$ cat src/rtl/vga_timing_gen_pkg.sv
// Shared VGA timing constants and bus layout for the 800x600@60 Hz pipeline.
// Any stage needing the active area or the bus field order imports this package.
package vga_timing_gen_pkg;

  localparam int H_ACTIVE_DEF = 800;
  localparam int H_FP_DEF     = 40;
  localparam int H_SYNC_DEF   = 128;
  localparam int H_BP_DEF     = 88;
  localparam int H_TOTAL_DEF  = H_ACTIVE_DEF + H_FP_DEF + H_SYNC_DEF + H_BP_DEF;

  localparam int V_ACTIVE_DEF = 600;
  localparam int V_FP_DEF     = 1;
  localparam int V_SYNC_DEF   = 4;
  localparam int V_BP_DEF     = 23;
  localparam int V_TOTAL_DEF  = V_ACTIVE_DEF + V_FP_DEF + V_SYNC_DEF + V_BP_DEF;

  localparam int CNT_W        = 11;
  localparam int RGB_W        = 12;
  localparam int VGA_BUS_SIZE = 4 + 2 * CNT_W + RGB_W;

  // Field order is the wire order of vga_out, MSB first.
  typedef struct packed {
    logic             hs;
    logic             vs;
    logic             hblnk;
    logic             vblnk;
    logic [CNT_W-1:0] hcount;
    logic [CNT_W-1:0] vcount;
    logic [RGB_W-1:0] rgb;
  } vga_bus_t;

  function automatic logic in_window(input logic [CNT_W-1:0] val,
                                     input logic [CNT_W-1:0] lo,
                                     input logic [CNT_W-1:0] hi);
    return (val >= lo) && (val < hi);
  endfunction

endpackage

$ cat src/rtl/vga_timing_gen.sv
// Source of the VGA bus: pixel counters, sync, blanking, and frame strobes.
// Every registered field is derived from the next counter values, so all fields describe one pixel.
module vga_timing_gen
  import vga_timing_gen_pkg::*;
#(
  parameter int H_ACTIVE = H_ACTIVE_DEF,
  parameter int H_FP     = H_FP_DEF,
  parameter int H_SYNC   = H_SYNC_DEF,
  parameter int H_BP     = H_BP_DEF,
  parameter int V_ACTIVE = V_ACTIVE_DEF,
  parameter int V_FP     = V_FP_DEF,
  parameter int V_SYNC   = V_SYNC_DEF,
  parameter int V_BP     = V_BP_DEF,
  parameter int HS_POL   = 1,
  parameter int VS_POL   = 1
)(
  input  logic                    pclk,
  input  logic                    rst,
  output logic [VGA_BUS_SIZE-1:0] vga_out,
  output logic                    frame_start,
  output logic                    vblank_start,
  output logic [15:0]             frame_cnt
);

  localparam int H_TOTAL = H_ACTIVE + H_FP + H_SYNC + H_BP;
  localparam int V_TOTAL = V_ACTIVE + V_FP + V_SYNC + V_BP;

  localparam logic [CNT_W-1:0] H_LAST  = CNT_W'(H_TOTAL - 1);
  localparam logic [CNT_W-1:0] V_LAST  = CNT_W'(V_TOTAL - 1);
  localparam logic [CNT_W-1:0] H_ACT_C = CNT_W'(H_ACTIVE);
  localparam logic [CNT_W-1:0] V_ACT_C = CNT_W'(V_ACTIVE);
  localparam logic [CNT_W-1:0] HS_LO   = CNT_W'(H_ACTIVE + H_FP);
  localparam logic [CNT_W-1:0] HS_HI   = CNT_W'(H_ACTIVE + H_FP + H_SYNC);
  localparam logic [CNT_W-1:0] VS_LO   = CNT_W'(V_ACTIVE + V_FP);
  localparam logic [CNT_W-1:0] VS_HI   = CNT_W'(V_ACTIVE + V_FP + V_SYNC);
  localparam logic             HS_ACT  = (HS_POL != 0);
  localparam logic             VS_ACT  = (VS_POL != 0);

  logic [CNT_W-1:0] hcount_p0, vcount_p0;
  logic             hs_p0, vs_p0, hblnk_p0, vblnk_p0;
  logic             frame_start_p0, vblank_start_p0;
  logic [15:0]      frame_cnt_p0;

  logic [CNT_W-1:0] hcount_nxt, vcount_nxt;
  logic             h_wrap, v_wrap, frame_wrap;

  always_comb begin
    h_wrap     = (hcount_p0 == H_LAST);
    v_wrap     = (vcount_p0 == V_LAST);
    frame_wrap = h_wrap && v_wrap;
    hcount_nxt = h_wrap ? '0 : hcount_p0 + 1'b1;
    vcount_nxt = vcount_p0;
    if (h_wrap) begin
      vcount_nxt = v_wrap ? '0 : vcount_p0 + 1'b1;
    end
    // Reset discards the current position; the bus shows (0,0) next cycle.
    if (rst) begin
      hcount_nxt = '0;
      vcount_nxt = '0;
    end
  end

  // Stage p0: every output register loads from the next counter values.
  always_ff @(posedge pclk) begin
    hcount_p0       <= hcount_nxt;
    vcount_p0       <= vcount_nxt;
    hblnk_p0        <= (hcount_nxt >= H_ACT_C);
    vblnk_p0        <= (vcount_nxt >= V_ACT_C);
    hs_p0           <= in_window(hcount_nxt, HS_LO, HS_HI) ? HS_ACT : ~HS_ACT;
    vs_p0           <= in_window(vcount_nxt, VS_LO, VS_HI) ? VS_ACT : ~VS_ACT;
    frame_start_p0  <= !rst && frame_wrap;
    vblank_start_p0 <= !rst && h_wrap && (vcount_nxt == V_ACT_C);
    if (rst) begin
      frame_cnt_p0 <= '0;
    end else if (frame_wrap) begin
      frame_cnt_p0 <= frame_cnt_p0 + 16'd1;
    end
  end

  vga_bus_t bus;

  always_comb begin
    bus.hs     = hs_p0;
    bus.vs     = vs_p0;
    bus.hblnk  = hblnk_p0;
    bus.vblnk  = vblnk_p0;
    bus.hcount = hcount_p0;
    bus.vcount = vcount_p0;
    bus.rgb    = '0;
  end

  assign vga_out      = bus;
  assign frame_start  = frame_start_p0;
  assign vblank_start = vblank_start_p0;
  assign frame_cnt    = frame_cnt_p0;

endmodule

$ cat config.mk
export PLATFORM = sky130hd
export DESIGN_NAME = vga_timing_gen
export DESIGN_NICKNAME = d
export VERILOG_FILES = /design/src/rtl/vga_timing_gen_pkg.sv /design/src/rtl/vga_timing_gen.sv
export SDC_FILE = /design/constraint.sdc
export NUM_CORES = 1
export LEC_CHECK = 0
export ABC_AREA = 1
export BUFFER_PORTS_ARGS = -buffer_cell sky130_fd_sc_hd__buf_4
export CORE_ASPECT_RATIO = 0.7
export CORE_MARGIN = 2
export CORE_UTILIZATION = 49
export DETAILED_ROUTE_END_ITERATION = 8
export HOLD_SLACK_MARGIN = 0.05
export PLACE_DENSITY = 0.72
export SKIP_LAST_GASP = 1
export SLEW_MARGIN = 20
export SYNTH_ARGS = -nofsm -noshare
export SYNTH_HDL_FRONTEND = slang
export SYNTH_SLANG_ARGS = --single-unit
$ cat constraint.sdc
create_clock -name pclk -period 1.85 [get_ports pclk]
set_clock_uncertainty 0.05 [all_clocks]
set_input_delay 0.185 -clock pclk [delete_from_list [all_inputs] [get_ports pclk]]
set_output_delay 0.185 -clock pclk [all_outputs]
set_load 0.01 [all_outputs]
After elaboration in Yosys (flattened, before gate mapping):

Cells that the tools add are included.

* output and inout bits: 56
* bits in registers: 44
* logic and storage cells: 35

* add/subtract/negate cells: 3
* reductions and logical operators: 7
* eq/ne operators: 3
* multiplexer cells: 7
* $lt $le $gt $ge: 6

Operator list (number)
* $mux 11: 5
* $ge 11x10->1 const B: 4
* $add 11x1->11 const B: 2
* $eq 11x10->1 const B: 2
* $lt 11x10->1 const B: 2
* $add 16x1->16 const B: 1
* $eq 11x11->1 const B: 1
* $logic_and 1x1->1: 6
* $mux 1: 2
* $logic_not 1->1: 1

Logic depth before layout (Yosys ltp):

* word-level depth: 7
* depth in mapped cells: 15
* gate-level depth less buffers: 15

Worst setup path after synthesis:

No wires, ideal clock.

* path kind: register -> register
* start point: register hcount_p0[0]
* end point: register frame_cnt_p0[11] (netlist: frame_cnt[11])
* arrival: 1.648 ns
* path buffers: 0
* clock period less this slack: 1.815 ns
* path slack: 0.035 ns
* library setup time: 0.116 ns
* required time: 1.684 ns
* stages on the path, launching flop included: 13
* cells stage by stage: dfxtp_1 > ha_1 > nand2_2 > nor2_4 > nand3_4 > nor2_8 > nand2_2 > nor2_2 > nand2_1 > nor2_2 > nand2_1 > o21ai_1 > a21oi_1

* cells in the longest elaborated chain, start to end: 2

Ends and longest elaborated chain
* start, declared: RTL line vga_timing_gen.sv:39 `logic [CNT_W-1:0] hcount_p0, vcount_p0;`
* start signal, assigned: RTL line vga_timing_gen.sv:65 `hcount_p0 <= hcount_nxt;`
* $eq 11x11->1: RTL line vga_timing_gen.sv:48 `h_wrap = (hcount_p0 == H_LAST);`
* $logic_and 1x1->1: RTL line vga_timing_gen.sv:50 `frame_wrap = h_wrap && v_wrap;`
* end signal, assigned: RTL line vga_timing_gen.sv:76 `frame_cnt_p0 <= frame_cnt_p0 + 16'd1;`
* end, declared: RTL line vga_timing_gen.sv:42 `logic [15:0] frame_cnt_p0;`

No other way between the ends.
A chain may end at the register's enable or synchronous reset.

Final worst setup path:

* start point: register hcount_p0[0]
* end point: register vs_p0

* cells in the longest elaborated chain, start to end: 6

Ends and longest elaborated chain
* $eq 11x11->1 *: RTL line vga_timing_gen.sv:48
* $mux 11 *: RTL line vga_timing_gen.sv:53 `if (h_wrap) begin`
* $mux 11 *: RTL line vga_timing_gen.sv:57 `if (rst) begin`
* $ge 11x10->1 or $lt 11x10->1 (tied branches): RTL line vga_timing_gen_pkg.sv:35 `return (val >= lo) && (val < hi);`
* $logic_and 1x1->1 *: RTL line vga_timing_gen_pkg.sv:35
* $mux 1 *: RTL line vga_timing_gen.sv:70 `vs_p0 <= in_window(vcount_nxt, VS_LO, VS_HI) ? VS_ACT : ~VS_ACT;`
* end signal, assigned: RTL line vga_timing_gen.sv:70
* end, declared: RTL line vga_timing_gen.sv:40 `logic hs_p0, vs_p0, hblnk_p0, vblnk_p0;`

Every way passes the cells marked *; elsewhere a longest branch is shown, timed or not.

==> results.ini <==
[run_status]
outcome=complete, but fails checks
violations=setup timing

[layout]
regArea_um2=895.9
nets=481
area_growth_pct=39.39
antennaDiodeCount=0
drive_gt1_share_pct=36.69
fillers=446
multi_input_area_um2=1572
final_common_cell=buf_4
mostFrequentLayoutCells=buf_4, nand2_1, inv_1, nor2_1, dfxtp_1

[cts]
cts-htree-levels=2
root_buffer=clkbuf_8
clk_latency_ns=0.30
clk_pin_slew_ns=0.09
cts_tree=done
cts_sinks=44
cts_buffers=5
postCtsHoldBufs=0
clk_path_buf_depth=2

[critical_path]
cpMaxStageDelayCell=dfxtp_2
endpoint_kind=flip-flop
path_class=flip-flop to flip-flop
crit_top_cell=nand2_1
arrival_ns=2.09
critical_path.max_stage_delay_ns=0.36
cp_max_fo=6
path_cells=ha_4 -> nand2_8 -> inv_6 -> nand2_4 -> nor2_4 -> buf_12 -> nand3_1 -> o21ai_0 -> nand2_1 -> nand2_1 -> inv_1 -> nand2_1 -> nand3_1 -> nor2_1
required_ns=2.04
startpoint_type=flip-flop

[route]
vias_per_cell=4.954
routed_wl_mm=7.331
drt-initial-drc-count=163
drtAntennaViolNets=0
drt-pass1-iter-count=5
num_vias=2720
drc_errors=0
wire_per_inst_um=13.35

[yosys]
avgSynthCellArea_um2=6.707
synth.yosys.seq_area_share_pct=34.03
synth_cells=386
synth_warnings=0
ys_seq_elements=44
synthesis.area_um2=2589
synth.distinct_cells=36

[hold_path]
min_path_type=input pin to flip-flop

[pwr]
cellLeakagePower_nw=1.726
vdd_drop_max_mv=0.3576
power.density_nw_per_um2=468.3

[die]
core_um2=5175
die_area_um2=5890
die_w_um=90.88
start_util_pct=50.02
num_rows=22
die_h_um=64.81
boundaryPins=58

[timing]
post-route-period-util_pct=102.8
min_period_ns=1.902
fin_setup_tns_ns=-0.08203
max_freq_ghz=0.5259
finalSetupViolations=3
whs_ns=0.2672
slew_violations=0
grt_setup_unrepaired=yes
hold_viol_final=0
finalWorstSetupSlack_ns=-0.05159

[placement]
dpl.hpwl_mm=5.255
io_buffers=45
place_congestion=0.9198
dp_slack_ns=-0.1309

[global_route]
antenna_found_initial=0
first_global_vias=2317
overflow=0
grt_max_degree=17
grt_pass1_wl_mm=11.10
grt_util_all_layers_pct=23.94

[job]
maxCapViolCount=0

## cell usage after synthesis (all sizes together)
library cell  count  area [µm²]
conb              1       3.750
ha                3       37.54
nand3            31       182.7
clkbuf            2       7.510
nor4              3       18.77
buf              18       142.6
xor2              5       43.79
xnor2             1       8.760
nand4             8       56.30
clkinv            3       12.51
o31ai             1       7.510
nor3b             2       15.01
nor2             64       311.6
o21ai            16       80.07
nand2b            1       6.260
inv              62       232.7
or2               1       6.260
nand2            89       369.1
a21oi            16       80.08
dfxtp            44       880.8
nor3             13       70.07
o21bai            1       7.510
nand3b            1       7.510
## worst max-delay path, delay by kind of cell (launching register included)
kind	cells	cell delay (ns)
AOI/OAI and AO/OA	1	0.13
DFF	1	0.36
buffers and inverters	3	0.27
adders and majority gates	1	0.17
and+or+nand+nor	9	0.84
## registers in the layout (all words and copies together) (netlist names)
signal / cells
frame_cnt: 16
frame_start: 1
hblnk_p0: 1
hcount_p0: 11
hs_p0: 1
vblank_start: 1
vblnk_p0: 1
vcount_p0: 11
vs_p0: 1
## power by group
group / internal (W) / switching, W / total, W
sequential: 0.000952 / 0.00000680 / 0.000959
combinational: 0.0000347 / 0.0000548 / 0.0000896
clock: 0.000304 / 0.000337 / 0.000641
total: 0.00129 / 0.000399 / 0.00169
## what timing repair did
item / 4_1_cts / 5_1_grt
buffers inserted: 5 / 11
endpoints found under the hold margin: 0 / 0
setup endpoints to repair: 9 / 13
pin swaps: 11 / 29
gates cloned: 0 / 0
gates resized for setup: 17 / 48
## routing by layer
layer / vias to the layer above / routed length (µm) / GRT usage [%]
met5: - / 0 / 0
met4: 0 / 199 / 8.333
met3: 19 / 402 / 4.302
met2: 101 / 3232 / 35.17
met1: 1235 / 3497 / 35.26
li1: 1365 / - / -
## logic make-up (layout without fill, tap and decap cells)
family | Yosys count | after routing | share of synthesized area (%)
xor gates and xnor gates | 6 | 6 | 2.030
buffers and inverters | 85 | 165 | 15.27
AOI/OAI and AO/OA | 34 | 34 | 6.767
DFF | 44 | 44 | 34.03
and+or+nand+nor | 213 | 213 | 40.31
other | 1 | 12 | 0.1449
adders and majority gates | 3 | 3 | 1.450
## worst paths after layout
path,start,endpoint,slack [ns],depth (start not counted)
worst min-delay path,rst,frame_cnt[15]$_SDFFE_PP0P_,0.27,3
worst max register to register,hcount_p0[0]$_DFF_P_,vs_p0$_DFF_P_,-0.05,14
worst min register to register,frame_cnt[15]$_SDFFE_PP0P_,frame_cnt[15]$_SDFFE_PP0P_,0.46,2
worst max-delay path,hcount_p0[0]$_DFF_P_,vs_p0$_DFF_P_,-0.05,14
## cell type report
class,instances,area share [%]
timing repair buffer,92,19.59
clock buffer,7,2.393
clock inverter,1,0.2080
tap,72,2.497
multi-input combinational,268,43.55
sequential,44,24.83
inverter,65,6.935
## per-stage QoR
step	instances	area [µm²]	utilization, %	total power [W]
after global routing	549	3608	69.73	0.001753
final	549	3608	69.73	0.001690
after detailed placement	525	3141	60.69	0.001051
after floorplan	397	2630	-	0.001037
after CTS	538	3339	64.53	0.001681
after global placement	525	3141	60.69	0.001050
No activity file was read; power rests on OpenSTA's default activity.
